[config.mk]
export PLATFORM = sky130hd
export DESIGN_NAME = mat_result_reader_flat
export DESIGN_NICKNAME = d
export VERILOG_FILES = /design/src/rtl/mat_result_reader_pkg.sv /design/src/rtl/mat_result_reader_if.sv /design/src/rtl/mat_result_reader_shifter.sv /design/src/rtl/mat_result_reader.sv /design/src/flat_wrapper.sv
export SDC_FILE = /design/constraint.sdc
export NUM_CORES = 1
export LEC_CHECK = 0
export CAP_MARGIN = 5
export CORE_UTILIZATION = 25
export CTS_CLUSTER_SIZE = 20
export DETAILED_ROUTE_END_ITERATION = 8
export PLACE_DENSITY = 0.56
export SYNTH_ARGS = -nofsm -noshare
export SYNTH_HDL_FRONTEND = slang
export SYNTH_SLANG_ARGS = --single-unit
[constraint.sdc]
create_clock -name clk -period 5.01 [get_ports clk]
set_input_delay 0.501 -clock clk [delete_from_list [all_inputs] [get_ports clk]]
set_output_delay 0.501 -clock clk [all_outputs]
set_load 0.01 [all_outputs]
[src/rtl/mat_result_reader_pkg.sv]
// Shared types and constants for the matrix result unloader.
// The sign-extension helper is used by mat_result_reader when MAT_RESULT_SIGN_EXT_EN is set.
package mat_result_pkg;

  localparam int ELEM_W   = 6;
  localparam int NUM_ELEM = 16;
  localparam int MAT_W    = ELEM_W * NUM_ELEM;
  localparam int IDX_W    = $clog2(NUM_ELEM);

  typedef enum logic [1:0] {
    IDLE = 2'd0,
    SEND = 2'd1,
    DONE = 2'd2
  } rd_state_t;

  // A subtraction result is a 3-bit two's-complement value in the low bits of its field.
  function automatic logic [ELEM_W-1:0] elem_fmt(input logic [ELEM_W-1:0] field,
                                                  input logic              sgn);
    return sgn ? {{(ELEM_W-3){field[2]}}, field[2:0]} : field;
  endfunction

endpackage

[src/rtl/mat_result_reader_if.sv]
// Element stream from the result unloader to its downstream consumer.
interface mat_result_reader_if;
  import mat_result_pkg::*;

  logic [ELEM_W-1:0] elem_data;
  logic [IDX_W-1:0]  elem_idx;
  logic              elem_valid;
  logic              elem_ready;
  logic              elem_last;

  modport master (
    output elem_data, elem_idx, elem_valid, elem_last,
    input  elem_ready
  );

  modport slave (
    input  elem_data, elem_idx, elem_valid, elem_last,
    output elem_ready
  );
endinterface

[src/rtl/mat_result_reader_shifter.sv]
// result_unload_shifter: capture register that loads a packed matrix and unloads it
// MSB-first one field at a time, zero-filling from the bottom.
module result_unload_shifter #(
  parameter int W     = 96,
  parameter int TAP_W = 6
) (
  input  logic             clk,
  input  logic             rst,
  input  logic             load,
  input  logic             shift,
  input  logic             clr,
  input  logic [W-1:0]     d,
  output logic [TAP_W-1:0] tap
);

  logic [W-1:0] cap;

  always_ff @(posedge clk) begin
    if (rst || clr) begin
      cap <= '0;
    end else if (load) begin
      cap <= d;
    end else if (shift) begin
      cap <= {cap[W-TAP_W-1:0], {TAP_W{1'b0}}};
    end
  end

  assign tap = cap[W-1 -: TAP_W];

endmodule

[src/rtl/mat_result_reader.sv]
// mat_result_reader: captures the packed result on a rising finish and streams it out
// one element per beat. Define MAT_RESULT_SIGN_EXT_EN to add the sign port and sign extension.
//
// state | meaning
// IDLE  | waiting for a rising edge on finish
// SEND  | presenting cap[top] as a valid beat, shifting on each accept
// DONE  | one-cycle done pulse, capture register cleared
module mat_result_reader
  import mat_result_pkg::*;
#(
  parameter int NUM_ELEM = 16,
  parameter int ELEM_W   = 6
) (
  input  logic                       clk,
  input  logic                       rst,
`ifdef MAT_RESULT_SIGN_EXT_EN
  input  logic                       sign,
`endif
  input  logic [NUM_ELEM*ELEM_W-1:0] mat_in,
  input  logic                       finish,
  mat_result_reader_if.master        elem,
  output logic                       busy,
  output logic                       done
);

  localparam int                  IW       = $clog2(NUM_ELEM);
  localparam logic [IW-1:0]       IDX_LAST = IW'(NUM_ELEM - 1);

  rd_state_t   state, state_nxt;
  logic        finish_q;
  logic        start;
  logic [IW-1:0] idx;
  logic        load, shift, clr;
  logic [ELEM_W-1:0] tap;
  logic        sign_q;
  logic        send;

  assign start = finish & ~finish_q;

  always_ff @(posedge clk) begin
    if (rst) begin
      finish_q <= 1'b0;
      state    <= IDLE;
      idx      <= '0;
    end else begin
      finish_q <= finish;
      state    <= state_nxt;
      if (load) begin
        idx <= '0;
      end else if (shift) begin
        idx <= idx + 1'b1;
      end
    end
  end

`ifdef MAT_RESULT_SIGN_EXT_EN
  always_ff @(posedge clk) begin
    if (rst) begin
      sign_q <= 1'b0;
    end else if (load) begin
      sign_q <= sign;
    end
  end
`else
  assign sign_q = 1'b0;
`endif

  always_comb begin
    state_nxt = state;
    load      = 1'b0;
    shift     = 1'b0;
    clr       = 1'b0;
    case (state)
      IDLE: begin
        if (start) begin
          load      = 1'b1;
          state_nxt = SEND;
        end
      end
      SEND: begin
        if (elem.elem_ready) begin
          shift = 1'b1;
          if (idx == IDX_LAST) begin
            state_nxt = DONE;
          end
        end
      end
      DONE: begin
        clr       = 1'b1;
        state_nxt = IDLE;
      end
      default: state_nxt = IDLE;
    endcase
  end

  result_unload_shifter #(
    .W     (NUM_ELEM * ELEM_W),
    .TAP_W (ELEM_W)
  ) u_shifter (
    .clk   (clk),
    .rst   (rst),
    .load  (load),
    .shift (shift),
    .clr   (clr),
    .d     (mat_in),
    .tap   (tap)
  );

  // Everything below decodes registered state only; elem_ready never reaches elem_valid.
  assign send            = (state == SEND);
  assign elem.elem_valid = send;
  assign elem.elem_data  = send ? elem_fmt(tap, sign_q) : '0;
  assign elem.elem_idx   = send ? idx : '0;
  assign elem.elem_last  = send && (idx == IDX_LAST);
  assign busy            = (state != IDLE);
  assign done            = (state == DONE);

endmodule

[src/flat_wrapper.sv]
// flat-port wrapper written by rule: the top's interface ports become plain ports
module mat_result_reader_flat import mat_result_pkg::*;
#(
  parameter int NUM_ELEM = 16,
  parameter int ELEM_W   = 6
)
  (clk, rst, mat_in, finish, busy, done, elem_elem_data, elem_elem_idx, elem_elem_valid, elem_elem_last, elem_elem_ready);
  mat_result_reader_if elem_i ();
  input  logic clk;
  input  logic rst;
  input  logic [NUM_ELEM*ELEM_W-1:0] mat_in;
  input  logic finish;
  output logic busy;
  output logic done;
  output wire logic [$bits(elem_i.elem_data)-1:0] elem_elem_data;
  output wire logic [$bits(elem_i.elem_idx)-1:0] elem_elem_idx;
  output wire logic [$bits(elem_i.elem_valid)-1:0] elem_elem_valid;
  output wire logic [$bits(elem_i.elem_last)-1:0] elem_elem_last;
  input wire logic [$bits(elem_i.elem_ready)-1:0] elem_elem_ready;
  assign elem_elem_data = elem_i.elem_data;
  assign elem_elem_idx = elem_i.elem_idx;
  assign elem_elem_valid = elem_i.elem_valid;
  assign elem_elem_last = elem_i.elem_last;
  assign elem_i.elem_ready = elem_elem_ready;
  mat_result_reader #(.NUM_ELEM(NUM_ELEM), .ELEM_W(ELEM_W)) u_core (.clk(clk), .rst(rst), .mat_in(mat_in), .finish(finish), .elem(elem_i), .busy(busy), .done(done));
endmodule
==> run summary <==
• placed wire-length estimate: 8.220 mm
• launching element type of the critical path: register
• Leakage Power: 2.069 nW
• Cell Count Post-Placement: 866
• internal power consumption: 1.575 mW
• cell with the largest stage delay on the worst path: nor2b_1
• dpl cell area: 5803 um2
• register bit total from synthesis: 103
• via count of the first global-routing pass: 4142
• initial core utilization: 0.2585
• fraction of the yosys area taken by sequential cells: 0.4381
• setup repair after global routing missed its margin: no
• cell at the root of the clock tree: clkbuf_16
• standard cell core area: 18210 um2
• number of antenna violations at the first check in global routing: 0
• number of warnings printed during yosys synthesis: 0
• gate count after technology mapping: 585
• delay of the slowest cell on the worst path: 610 ps
• portion of the clock cycle consumed by the worst path in the final layout: 0.5602
• timing-limited maximum frequency: 356.3 MHz
• global-route wire length before repair: 22.01 mm
• antenna cells: 0
• Critical Path Sink Type: output port
• post-route antenna net violation count: 0
• outcome: complete, but fails checks
• net switching component of the power: 0.5376 mW
• total wire length: 13.45 mm
• H-tree depth: 3
• wire length per cell: 15.25 um
• top library cells by usage in the layout, fill and taps aside: 113 x clkdlybuf4s50_1, 103 x dfxtp_1, 95 x nand2_1
• Worst-Margin Slew: 1145 ps
• Syn-to-layout area delta: 30.52%
• overall die area: 19380 um2
• netlist area before placement: 4707 um2
• DRC violation total after the first TritonRoute iteration: 300
• TritonCTS clock tree: built
• clock skew after layout: 8.411 ps
• vertical extent of the die: 139.2 um
• Final Hold Violating Endpoints: 0
• post-synth net total: 686
• clk sink count: 103
• port bufs: 113
• violated checks: design-rule violations
• first-pass iteration count of the detailed router: 8
• Sw Share: 0.2545
• worst IR drop on VDD: 0.1689 mV
• post-route core utilization: 0.3374
• combined buffer and inverter count along the critical path: 1
• fraction of final layout cells sized beyond drive strength 1: 0.03675
• gpl congestion: 0.7718
• final critical-path required period: 2807 ps
• critical path arrival: 2310 ps
• type of the worst setup path: register to output port
• final setup violating endpoints: 0
• average cell area after synthesis: 8.046 um2
• leading cell type in the layout, fill and taps excluded: clkdlybuf4s50_1
• post-route DRC violation count: 9
• final slew viol count: 0
• cells traversed along the worst timing path: nor2b_1 -> and2_1 -> clkdlybuf4s50_1
• power density relative to cell area: 343.9 nW/um2
• Post-CTS Setup Repair Bufs: 0
• share of total power in combinational logic: 0.172
• number of maximum-capacitance violations: 0
• largest net degree at the start of global routing: 98
• global router's overall resource usage: 0.1415
• top-level port count: 114
• number of distinct standard cells referenced by the synthesized netlist: 32
• PostCTS Resize Cnt: 0
• Clk pin slew, worst setup/hold paths: 70 ps
• number of buffers added to fix hold violations after cts: 0
• Total Nets Final: 749
• die boundary width: 139.2 um
• worst-path maximum fanout: 11
• required time of the critical path: 4510 ps
• hold crit path type: register to register
• CTS Buf Count: 9
• worst rel slew slack: 0.2366
• cell family with most CP delay: simple AND/OR/NAND/NOR gates
• hold slack final: 463.1 ps
• Vias per Instance: 4.977
• clock insertion delay at the later pin of the skew report: 350 ps
• clock tree buffer depth: 2
• GRT overflow: 0
• routed vias: 4390
• total negative slack: 0 ps
• share of power burned in the clock network: 0.385
• Layout Cells excl Fill: 882
• final cell area excluding filler cells: 6143 um2
• Flop pwr share: 0.443
• fill count: 1974
• number of standard-cell rows in the floorplan: 49
==> Yosys cell counts, drive strengths merged <==
cell type	count	area, um2
xor2	1	8.760
dfxtp	103	2062
clkbuf	35	131.4
a211oi	90	675.7
nor3b	1	7.510
nor4b	1	8.760
nand2	95	356.6
nand3b	2	18.77
or3	1	6.260
and2	9	56.30
nand3	9	45.04
a22oi	1	7.510
o21ai	89	445.4
or2	1	6.260
nor2	1	3.750
a21oi	8	40.04
nor3	93	465.5
buf	31	254.0
or4b	1	10.01
nand4	1	6.260
nand4b	1	8.760
inv	2	7.510
nor2b	2	12.51
nand2b	2	12.51
and3b	1	8.760
mux2i	2	20.02
ha	1	12.51
xnor2	1	8.760
==> per-layer routing <==
metal | vias up | track usage | routed length, um
li1 | 2230 | - | -
met1 | 2023 | 0.1994 | 6766
met2 | 120 | 0.2097 | 5821
met3 | 17 | 0.03751 | 687
met4 | 0 | 0.04211 | 172
met5 | - | 0 | 0
==> flip-flops by register name (all words and copies together) (netlist names) <==
| signal | count |
|---|---|
| u_core.u_shifter.cap | 96 |
| u_core.finish_q | 1 |
| u_core.state | 2 |
| u_core.idx | 4 |
==> tightest hold or removal path: cells and delay by family, from the launching register on <==
kind	cells	cell delay (ps)
compound gates	1	50
flops	1	310
simple gates	1	60
==> final timing paths <==
check | from | end | slack [ps] | cells after the start
max reg2reg | u_core.state[0] | u_core.u_shifter.cap[76] | 2660 | 4
min | u_core.u_shifter.cap[59] | u_core.u_shifter.cap[59] | 460 | 2
min reg2reg | u_core.u_shifter.cap[59] | u_core.u_shifter.cap[59] | 460 | 2
max | u_core.state[0] | elem_elem_idx[2] | 2200 | 3
==> power groups by stage <==
stage | logic (mW) | clock network (mW) | registers, mW
final | 0.363 | 0.813 | 0.937
after global routing | 0.408 | 0.871 | 0.945
after CTS | 0.369 | 0.836 | 0.936
after detailed placement | 0.367 | 0 | 0.955
after global placement | 0.366 | 0 | 0.955
after floorplan | 0.253 | 0 | 0.940
==> per-stage QoR <==
stage	worst slack (ps)	power (mW)
floorplan	3335	1.193
global placement	2137	1.321
detailed placement	2147	1.322
CTS	2144	2.141
global route	2018	2.225
finish	2203	2.113
==> layout make-up <==
cell class                 instances  area, um2  share of cell area
multi-input combinational        414       2278              0.3709
sequential                       103       2062              0.3356
timing repair buffer             118       1169              0.1902
tap                              229      286.5             0.04664
clock buffer                      13      250.2             0.04073
clock inverter                     3      90.09             0.01466
inverter                           2      7.507            0.001222
==> logic make-up (layout without fill, tap and decap cells) <==
family                     after synthesis  after routing  share of synthesized area
and+or+nand+nor                        221            221                     0.2196
AOI/OAI and AO/OA                      188            188                     0.2483
DFF                                    103            103                     0.4381
buffers and inverters                   68            136                    0.08347
xor gates and xnor gates                 2              2                   0.003722
muxes                                    2              2                   0.004253
adders and majority gates                1              1                   0.002658
Power figures use the tool's default switching activity.
